`src/rtl/cargador_pkg.sv`:
```
// Shared definitions for the instruction-memory byte loader.
// State encoding and word geometry used by the top level and the serializer.
package cargador_pkg;

   localparam int ANCHO_PALABRA     = 32;
   localparam int BYTES_POR_PALABRA = 4;

   typedef enum logic [1:0] {
      INACTIVO = 2'd0,
      ESPERA   = 2'd1,
      ESCRIBE  = 2'd2
   } estado_t;

endpackage

```
`src/rtl/cargador_instrucciones_if.sv`:
```
// Word handshake between the program-load source and the loader.
// The source drives the word and its valid flag; the loader answers with lista.
interface cargador_instrucciones_if;
   import cargador_pkg::*;

   logic [ANCHO_PALABRA-1:0] palabra;
   logic                     palabra_valida;
   logic                     palabra_lista;

   modport master (output palabra, output palabra_valida, input palabra_lista);
   modport slave  (input palabra, input palabra_valida, output palabra_lista);

endinterface

```
`src/rtl/serializador_palabra.sv`:
```
// Holds one accepted instruction word and walks it out byte by byte,
// most significant byte first, flagging the final byte.
module serializador_palabra
   import cargador_pkg::*;
(
   input  logic                     clk,
   input  logic                     rst,
   input  logic                     cargar,
   input  logic                     avanzar,
   input  logic [ANCHO_PALABRA-1:0] palabra,
   output logic [1:0]               k,
   output logic [7:0]               byte_k,
   output logic                     ultimo
);

   logic [ANCHO_PALABRA-1:0] palabra_r;
   logic [1:0]               k_r;
   logic [7:0]               byte_s;

   // Word latch and byte index; loading restarts the index at the top byte.
   always_ff @(posedge clk or posedge rst) begin
      if (rst) begin
         palabra_r <= 32'h0000_0000;
         k_r       <= 2'd0;
      end else if (cargar) begin
         palabra_r <= palabra;
         k_r       <= 2'd0;
      end else if (avanzar) begin
         k_r       <= k_r + 2'd1;
      end else begin
         k_r       <= k_r;
      end
   end

   // Big-endian byte select.
   always_comb begin
      byte_s = 8'h00;
      case (k_r)
         2'd0:    byte_s = palabra_r[31:24];
         2'd1:    byte_s = palabra_r[23:16];
         2'd2:    byte_s = palabra_r[15:8];
         2'd3:    byte_s = palabra_r[7:0];
         default: byte_s = 8'h00;
      endcase
   end

   assign k      = k_r;
   assign byte_k = byte_s;
   assign ultimo = (k_r == 2'(BYTES_POR_PALABRA - 1));

endmodule

```
`src/rtl/cargador_instrucciones.sv`:
```
// Writer side of the instruction memory: takes 32-bit words over a handshake
// and writes each as four big-endian bytes at consecutive byte addresses.
module cargador_instrucciones
   import cargador_pkg::*;
#(
   parameter int ANCHO_DIR = 8
)
(
   input  logic                   clk,
   input  logic                   rst,
   input  logic                   inicio,
   input  logic [ANCHO_DIR-1:0]   dir_base,
   cargador_instrucciones_if.slave bus,
   input  logic                   fin,
   output logic                   mem_we,
   output logic [ANCHO_DIR-1:0]   mem_dir,
   output logic [7:0]             mem_dato,
   output logic                   ocupado,
   output logic [ANCHO_DIR-2:0]   cuenta_palabras,
   output logic                   lleno
);

   // Byte address of the last word slot; writing it ends the session.
   localparam logic [ANCHO_DIR-1:0] PTR_ULTIMO = {{(ANCHO_DIR-2){1'b1}}, 2'b00};

   estado_t              estado_r;
   estado_t              estado_s;
   logic [ANCHO_DIR-1:0] ptr_r;
   logic [ANCHO_DIR-2:0] cuenta_r;
   logic                 lleno_r;
   logic                 fin_pend_r;

   logic                 transfer_s;
   logic                 escribe_s;
   logic                 ultimo_s;
   logic [1:0]           k_s;
   logic [7:0]           byte_s;

   assign transfer_s = (estado_r == ESPERA) && bus.palabra_valida;
   assign escribe_s  = (estado_r == ESCRIBE);

   serializador_palabra u_serializador (
      .clk     (clk),
      .rst     (rst),
      .cargar  (transfer_s),
      .avanzar (escribe_s),
      .palabra (bus.palabra),
      .k       (k_s),
      .byte_k  (byte_s),
      .ultimo  (ultimo_s)
   );

   // State register.
   always_ff @(posedge clk or posedge rst) begin
      if (rst) begin
         estado_r <= INACTIVO;
      end else begin
         estado_r <= estado_s;
      end
   end

   // Next-state decode; a fin seen on the last byte still closes the session.
   always_comb begin
      estado_s = estado_r;
      case (estado_r)
         INACTIVO: begin
            if (inicio) estado_s = ESPERA;
            else        estado_s = INACTIVO;
         end
         ESPERA: begin
            if (transfer_s) estado_s = ESCRIBE;
            else if (fin)   estado_s = INACTIVO;
            else            estado_s = ESPERA;
         end
         ESCRIBE: begin
            if (!ultimo_s)                  estado_s = ESCRIBE;
            else if (ptr_r == PTR_ULTIMO)   estado_s = INACTIVO;
            else if (fin_pend_r || fin)     estado_s = INACTIVO;
            else                            estado_s = ESPERA;
         end
         default: estado_s = INACTIVO;
      endcase
   end

   // Session pointer, word count and sticky flags.
   always_ff @(posedge clk or posedge rst) begin
      if (rst) begin
         ptr_r      <= '0;
         cuenta_r   <= '0;
         lleno_r    <= 1'b0;
         fin_pend_r <= 1'b0;
      end else begin
         case (estado_r)
            INACTIVO: begin
               if (inicio) begin
                  ptr_r      <= dir_base & ~ANCHO_DIR'(3);
                  cuenta_r   <= '0;
                  lleno_r    <= 1'b0;
                  fin_pend_r <= 1'b0;
               end
            end
            ESPERA: begin
               if (transfer_s && fin) fin_pend_r <= 1'b1;
            end
            ESCRIBE: begin
               if (fin) fin_pend_r <= 1'b1;
               if (ultimo_s) begin
                  cuenta_r <= cuenta_r + 1'b1;
                  ptr_r    <= ptr_r + ANCHO_DIR'(BYTES_POR_PALABRA);
                  if (ptr_r == PTR_ULTIMO) lleno_r <= 1'b1;
               end
            end
            default: begin
               ptr_r <= ptr_r;
            end
         endcase
      end
   end

   assign bus.palabra_lista = (estado_r == ESPERA);
   assign ocupado           = (estado_r != INACTIVO);
   assign mem_we            = escribe_s;
   assign mem_dir           = escribe_s ? (ptr_r + ANCHO_DIR'(k_s)) : '0;
   assign mem_dato          = escribe_s ? byte_s : 8'h00;
   assign cuenta_palabras   = cuenta_r;
   assign lleno             = lleno_r;

endmodule

```
`src/flat_wrapper.sv`:
```
// flat-port wrapper written by rule: the top's interface ports become plain ports
module cargador_instrucciones_flat import cargador_pkg::*;
#(
   parameter int ANCHO_DIR = 8
)
  (clk, rst, inicio, dir_base, fin, mem_we, mem_dir, mem_dato, ocupado, cuenta_palabras, lleno, bus_palabra, bus_palabra_valida, bus_palabra_lista);
  cargador_instrucciones_if bus_i ();
  input  logic clk;
  input  logic rst;
  input  logic inicio;
  input  logic [ANCHO_DIR-1:0] dir_base;
  input  logic fin;
  output logic mem_we;
  output logic [ANCHO_DIR-1:0] mem_dir;
  output logic [7:0] mem_dato;
  output logic ocupado;
  output logic [ANCHO_DIR-2:0] cuenta_palabras;
  output logic lleno;
  input wire logic [$bits(bus_i.palabra)-1:0] bus_palabra;
  input wire logic [$bits(bus_i.palabra_valida)-1:0] bus_palabra_valida;
  output wire logic [$bits(bus_i.palabra_lista)-1:0] bus_palabra_lista;
  assign bus_i.palabra = bus_palabra;
  assign bus_i.palabra_valida = bus_palabra_valida;
  assign bus_palabra_lista = bus_i.palabra_lista;
  cargador_instrucciones #(.ANCHO_DIR(ANCHO_DIR)) u_core (.clk(clk), .rst(rst), .inicio(inicio), .dir_base(dir_base), .bus(bus_i), .fin(fin), .mem_we(mem_we), .mem_dir(mem_dir), .mem_dato(mem_dato), .ocupado(ocupado), .cuenta_palabras(cuenta_palabras), .lleno(lleno));
endmodule
```
`config.mk`:
```
export PLATFORM = sky130hd
export DESIGN_NAME = cargador_instrucciones_flat
export DESIGN_NICKNAME = d
export VERILOG_FILES = /design/src/rtl/cargador_pkg.sv /design/src/rtl/cargador_instrucciones_if.sv /design/src/rtl/serializador_palabra.sv /design/src/rtl/cargador_instrucciones.sv /design/src/flat_wrapper.sv
export SDC_FILE = /design/constraint.sdc
export NUM_CORES = 1
export LEC_CHECK = 0
export BUFFER_PORTS_ARGS = -buffer_cell sky130_fd_sc_hd__buf_4
export CORE_UTILIZATION = 57
export CTS_BUF_LIST = sky130_fd_sc_hd__clkbuf_16
export DETAILED_ROUTE_END_ITERATION = 10
export PLACE_DENSITY = 0.95
export SLEW_MARGIN = 30
export SYNTH_ARGS = -nofsm -noshare
export SYNTH_HDL_FRONTEND = slang
export SYNTH_SLANG_ARGS = --single-unit
```
`constraint.sdc`:
```
create_clock -name clk -period 2.8 [get_ports clk]
set_input_delay 0.14 -clock clk [delete_from_list [all_inputs] [get_ports clk]]
set_output_delay 0.14 -clock clk [all_outputs]
set_load 0.005 [all_outputs]
```
==> metrics.md, run 1 <==
| Metric | Value |
|---|---|
| Hpwl dp | 4120 um |
| Sequential-to-total area share from yosys stat | approximately 47% |
| Count of final setup violators | 0 |
| Placed cells | 359 |
| Number of I/O port buffers | between 60 and 70 |
| Total number of vias | 2157 |
| Kind of cell adding the most delay to the critical path | simple AND/OR/NAND/NOR gates |
| Layout area overhead | 25.4% |
| DRC errors left | 0 |
| Synth Warn # | 0 |
| Global placement routability congestion | about 0.80 |
| Netlist cell types | 36 |
| RSZ-0062 raised after global routing | no |
| Initial antenna violation count | 0 |
| Fin crit share | between 70% and 80% |
| CTS Buffer Depth | 2 |
| Max-slew headroom | 44.4% |
| Worst hold path class | input pin to flop |
| Global Route Usage Sum | 24.7% |
| Clock transition at path regs | ~60 ps |
| Largest net degree at the start of global routing | 52 |
| Worst path arrival time | about 2400 ps |
| Hold_sp | bus_palabra_valida |
| Grt total ovfl | 0 |
| H-tree depth | 2 |
| Layout cell share with drive strength beyond 1 | between 30% and 40% |
| WP buf/inv | 0 |
| Synthesized instance count | about 250 |
| Fmax | 0.456 GHz |
| Rows | 24 |
| R2R depth | 5 |
| Fraction of registers with async set/reset | 100% |
| CP peak stage delay | 730 ps |
| Hold slack final | between 80 and 90 ps |
| Final ANT Viol Nets | 0 |
| WL/cell | 16.1 um |
| Pre-antenna DRT Iters | 7 |
| Fill cells | 294 |
| Clock skew | 4.13 ps |
| CP Depth | 5 |
| Initial core utilization | 60.8% |
| CP max FO | 15 |
| Max VDD drop | 0.561 mV |
| Reg-to-Reg Start | u_core.u_serializador.k[0] |
| Final Max Slew Viols | 0 |
| Crit end category | flop |
| Final hold violation count | 0 |
| Worst path slowest cell | nor2b_1 |
| Die W | 70.8 um |
| Main synth FF type | dfrtp_1 |
| CP cell instances | ha_1 > nor2b_1 > nor2_1 > o22ai_1 > nor3b_1 |
| Post_cts resized | 0 |
| Clk sink count | 51 |
| Mapped Area | 0.00270 mm2 |
| Die area | 0.00502 mm2 |
| Global-route wire length before repair | 9660 um |
| Power, Total | approximately 3.3 mW |
| CP Launch Type | flop |
| Total wire length | between 5000 and 6000 um |
| Diode count | 0 |
| Required time worst endpoint | 2970 ps |
| Worst-Skew Late Latency | 280 ps |
| Post-synth EDFFs | 0 |
| Core region area | 0.00444 mm2 |
| Status | finished clean |
| Max cap viols | 0 |
| Crit path time final | 2190 ps |
| Clk root buf | clkbuf_16 |
| Crit Path Category | flop to flop |
| Nets@finish | ~370 |
| Yosys reg bits | just over 50 |
| Die Ht | 70.8 um |
| CP startpoint | u_core.u_serializador.k[0] |
| WHS Path Cells | 2 |
| # IOs | 72 |
| Via density | 5.86 |
| CTS buffer count | 5 |
| Pwr/cell area | between 900 and 1000 mW/mm2 |
| Fin cells | 368 |
| Pleak | 1.56 nW |
| Setup TNS | 0 ps |
| Worst-Margin Slew | 832 ps |
| CTS tree | built |
| DRT iter0 DRCs | 233 |
| Vias in the first global route | 2123 |
| Mapped Nets | 305 |
| Syn Area/Cell | 10.8 um2 |
## layout by cell type (no fill, tap or decap), types with 2 or more instances in the layout
master,instances
nor2b_1,4
nand4_1,2
o21ai_0,10
a222oi_1,8
nand2_1,18
nor3b_1,2
xnor2_1,6
and2_1,16
nand2b_1,3
nor2_1,17
buf_4,72
nor3_1,2
nand3_1,5
mux2i_1,2
dfrtp_1,51
clkbuf_16,5
ha_1,11
a31oi_1,3
inv_1,11
o22ai_1,3
a21oi_1,8
nor4_1,2
nor4_2,5
a22o_1,2
o21ai_1,4
mux2_2,32
## final cells by class
class	instances	area [um2]	area share, %
multi-input cells	174	1320	38.9
flip-flops and latches	51	1280	37.7
repair buffers	73	551	16.3
clock buffers	5	125	3.70
well taps	52	65.1	1.92
inverters	10	40.0	1.18
clock inverters	3	12.5	0.370
## per-stage QoR
stage	instance area [um2]	util [%]	setup WS (ps)
floorplan	2700	-	1150
global placement	3240	72.8	736
detailed placement	3240	72.9	669
CTS	3390	76.2	630
global route	3390	76.2	481
finish	3390	76.2	609
## cells by family (layout without fill, tap and decap cells)
kind of cell / Yosys count / after routing / synth area share, %
AOI/OAI and AO/OA: 42 / 42 / 10.3
xor gates and xnor gates: 6 / 6 / 1.95
and+or+nand+nor: 79 / 79 / 16.4
DFF: 51 / 51 / 47.3
muxes: 36 / 36 / 15.0
adders and majority gates: 11 / 11 / 5.10
buffers and inverters: 24 / 91 / 3.99
## path summary, 6_finish.rpt
kind                                                      endpoint  slack [ps]
min in group asynchronous       u_core.u_serializador.palabra_r[8]         490
worst max-delay path                               u_core.ptr_r[7]         610
worst max register to register                     u_core.ptr_r[7]         610
worst min-delay path                    u_core.u_serializador.k[0]          80
worst min register to register                   u_core.fin_pend_r         480
max in group asynchronous               u_core.u_serializador.k[0]        1890
## worst reg2reg max path: stages (launching register included)
cell and delay, ps:
dfrtp_1 430, ha_1 420, nor2b_1 740, nor2_1 200, o22ai_1 220, nor3b_1 70
## metal layers
metal	track usage, %	part of all wire [%]	wire, um	vias to the layer above
met5	0	0	0	-
met4	7.78	1.2	70	0
met3	7.69	8.0	473	11
met2	41.0	50	2950	93
met1	31.2	41	2450	1042
li1	-	-	-	1011
## registers in the layout (all words and copies together), names as in the netlist
name	cells
u_core.cuenta_palabras	7
u_core.estado_r	2
u_core.fin_pend_r	1
u_core.lleno	1
u_core.ptr_r	6
u_core.u_serializador.k	2
u_core.u_serializador.palabra_r	32
## report_power, final
part / internal, mW / leakage [nW] / switching (mW)
Clock: 0.323 / 0.0762 / 0.248
Sequential: 1.06 / 0.622 / 0.237
Combinational: 0.723 / 0.866 / 0.699
## synthesized netlist by cell type, types with 2 or more instances
master	count	area [um2]
dfrtp_1	51	1280
mux2_2	32	360
nand2_1	18	67.6
nor2_1	17	63.8
and2_1	16	100
ha_1	11	138
inv_1	10	37.5
o21ai_0	10	50.1
a21oi_1	8	40.0
a222oi_1	8	80.1
buf_2	8	40.0
xnor2_1	6	52.6
clkbuf_1	5	18.8
nand3_1	5	25.0
nor4_2	5	62.6
nor2b_1	4	25.0
o21ai_1	4	20.0
a31oi_1	3	18.8
nand2b_1	3	18.8
o22ai_1	3	18.8
a22o_1	2	17.5
mux2i_1	2	20.0
nand4_1	2	12.5
nor3_1	2	10.0
nor3b_1	2	15.0
nor4_1	2	12.5
## what timing repair did
action                                 CTS  global route
hold buffers                             1             0
buffers inserted                         0             0
endpoints found under the hold margin   51             0
Power figures use the tool's default switching activity.
==> inputs of run 2 (changes only) <==
--- a/config.mk
+++ b/config.mk
@@ -6,10 +6,10 @@
 export NUM_CORES = 1
 export LEC_CHECK = 0
 export BUFFER_PORTS_ARGS = -buffer_cell sky130_fd_sc_hd__buf_4
-export CORE_UTILIZATION = 57
+export CORE_UTILIZATION = 53
 export CTS_BUF_LIST = sky130_fd_sc_hd__clkbuf_16
 export DETAILED_ROUTE_END_ITERATION = 10
-export PLACE_DENSITY = 0.95
+export PLACE_DENSITY = 0.92
 export SLEW_MARGIN = 30
 export SYNTH_ARGS = -nofsm -noshare
 export SYNTH_HDL_FRONTEND = slang
==> constraint.sdc (replaced) <==
create_clock -name clk -period 2.2 [get_ports clk]
set_input_delay 0.11 -clock clk [delete_from_list [all_inputs] [get_ports clk]]
set_output_delay 0.11 -clock clk [all_outputs]
set_load 0.005 [all_outputs]
==> run 2 against run 1 <==
  * First-iteration DRC count shrank 52%
  * Critical path depth is 1 higher
  * Utilization shrank 3.5 points
  * Design area increased by 3.4%
  * Sequential share of layout area decreased by 1.3 points
  * Critical path type is now flop to primary output
==> metrics.md, run 2 (synthesized netlist as in run 1, its figures left out) <==
| Metric | Value |
|---|---|
| FF+latch area | 0.00128 mm2 (unchanged) |
| Required time worst endpoint | 2090 ps (was 2970 ps) |
| Layout area overhead | 29.7% (was 25.4%) |
| Post-placement worst setup slack | 345 ps (was 669 ps) |
| Setup TNS | 0 ps (unchanged) |
| DRC errors left | 0 (unchanged) |
| Clock skew | 2.82 ps (was 4.13 ps) |
| Crit Path Category | flop to primary output (was flop to flop) |
| Final Max Slew Viols | 0 (unchanged) |
| Initial core utilization | 56.1% (was 60.8%) |
| Via density | 5.56 (was 5.86) |
| Pre-antenna DRT Iters | 5 (was 7) |
| Die Ht | 73.4 um (was 70.8 um) |
| Global-route wire length before repair | 9760 um (was 9660 um) |
| CTS buffer count | 5 (unchanged) |
| Fin crit share | 95.0% |
| Global placement routability congestion | 0.824 (was 0.804) |
| Kind of cell adding the most delay to the critical path | compound AO/OA/AOI/OAI gates (was simple AND/OR/NAND/NOR gates) |
| Fmax | 0.478 GHz |
| Crit end category | primary output (was flop) |
| Layout cell share with drive strength beyond 1 | 39.8% (was 38.0%) |
| Post-CTS Setup Inserts | 0 (unchanged) |
| Reg with most FFs | u_core.u_serializador.palabra_r (unchanged) |
| Final WS setup | 109 ps (was 609 ps) |
| Commonest non-fill, non-tap cell in the layout | buf_4 (unchanged) |
| Pleak | 1.61 nW (was 1.56 nW) |
| Pwr/cell area | 1280 mW/mm2 (was 973 mW/mm2) |
| Core region area | 0.00482 mm2 (was 0.00444 mm2) |
| Reg2Reg Setup Slack | 300 ps (was 610 ps) |
| Rows | 25 (was 24) |
| Crit path time final | ~2100 ps |
| Max VDD drop | 0.794 mV (was 0.561 mV) |
| CTS Buffer Depth | 2 (unchanged) |
| Nets@finish | 377 (was 371) |
| Initial antenna violation count | 0 (unchanged) |
| Fill cells | 373 (was 294) |
| Total number of vias | 2161 (was 2157) |
| Die W | 73.4 um (was 70.8 um) |
| Clk sink count | 51 (unchanged) |
| Clk root buf | clkbuf_16 (unchanged) |
| Status | finished clean (unchanged) |
| Grt total ovfl | 0 (unchanged) |
| Post_cts resized | 0 (unchanged) |
| CP startpoint | u_core.u_serializador.k[0] (unchanged) |
| Total wire length | 6150 um (was 5940 um) |
| Multi-input gate area in the final layout | 0.00132 mm2 (unchanged) |
| Hpwl dp | 4450 um (was 4120 um) |
| Number of I/O port buffers | 69 (unchanged) |
| Reg-to-Reg Start | u_core.estado_r[0] (was u_core.u_serializador.k[0]) |
| Global Route Usage Sum | 23.9% (was 24.7%) |
| # IOs | 72 (unchanged) |
| Max-slew headroom | 66.1% (was 44.4%) |
| CP max FO | 8 (was 15) |
| CTS tree | built (unchanged) |
| Worst path slowest cell | dfrtp_1 (was nor2b_1) |
| Final ANT Viol Nets | 0 (unchanged) |
| CP cell instances | inv_1 > ha_1 > a222oi_1 > o21ai_0 > and2_1 > buf_4 (was ha_1 > nor2b_1 > nor2_1 > o22ai_1 > nor3b_1) |
| Worst path arrival time | 1980 ps (was 2360 ps) |
| DRT iter0 DRCs | 112 (was 233) |
| Most frequent cells in the layout | 78 x buf_4, 51 x dfrtp_1, 32 x mux2_2 (was 72 x buf_4, 51 x dfrtp_1, 32 x mux2_2) |
| Worst hold path class | input pin to flop (unchanged) |
| H-tree depth | 2 (unchanged) |
| Worst-Margin Slew | 507 ps (was 832 ps) |
| Count of final setup violators | 0 (unchanged) |
| RSZ-0062 raised after global routing | no (unchanged) |
| Vias in the first global route | 2131 (was 2123) |
| Max reg flops | 32 (unchanged) |
| CP peak stage delay | 440 ps (was 730 ps) |
| Max cap viols | 0 (unchanged) |
| WP buf/inv | 2 (was 0) |
| Clock transition at path regs | 70 ps (was 60 ps) |
| Final hold violation count | 0 (unchanged) |
| Largest net degree at the start of global routing | 33 (was 52) |
| Worst-Skew Late Latency | 280 ps (about the same) |
| Hold_sp | bus_palabra_valida (unchanged) |
| Die area | 0.00538 mm2 (was 0.00502 mm2) |
| WL/cell | 15.8 um (was 16.1 um) |
| Diode count | 0 (unchanged) |
| CP Launch Type | flop (unchanged) |
## run 2: final timing paths
check | to | depth (start not counted)
setup / recovery | mem_dato[3] | 6
hold reg to reg | u_core.u_serializador.palabra_r[31] | 1
max in group asynchronous | u_core.u_serializador.palabra_r[28] | 4
hold / removal | u_core.u_serializador.k[0] | 2
setup reg to reg | u_core.estado_r[0] | 6
min in group asynchronous | u_core.u_serializador.palabra_r[16] | 3
## run 2: area by class of cell
cell class                      count  area share [%]
Sequential cell                    51            36.4
Clock inverter                      3            1.93
Inverter                           10            1.07
Tap cell                           67            2.39
Timing Repair Buffer               79            17.0
Clock buffer                        5            3.57
Multi-Input combinational cell    174            37.6
## run 2: timing repair
action | CTS | global route
hold buffers | 1 | 0
endpoints found under the hold margin | 22 | 0
setup endpoints to repair | 0 | 1
## run 2: stage by stage
step	hold WS, ps	util [%]	std cells	power [mW]	cell area, um2
after global placement	162	68.5	380	3.38	3300
after CTS	42.2	72.7	389	4.51	3500
final	45.0	72.7	389	4.50	3500
after global routing	46.3	72.7	389	4.79	3500
after floorplan	197	-	249	2.91	2700
after detailed placement	169	68.5	380	3.51	3300
## run 2: report_power, final
part	leakage (nW)	switching (mW)	total [mW]	internal (mW)
clock	0.0900	0.339	0.990	0.651
combinational	0.897	0.878	1.83	0.956
sequential	0.622	0.319	1.67	1.35
## run 2: worst reg2reg max path: stages (launching register included)
cell and delay [ps]:
dfrtp_1 400, inv_1 90, ha_1 350, buf_4 280, nand2_1 100, or4_1 410
a31oi_1 200
## run 2: metal layers
metal	share of wire, %	routed length, um	global-route usage, %	vias up
li1	-	-	-	1028
met1	41	2500	27.6	1052
met4	0.44	27	4.70	0
met2	52	3200	43.8	77
met3	6.9	423	7.13	4
met5	0	0	0	-
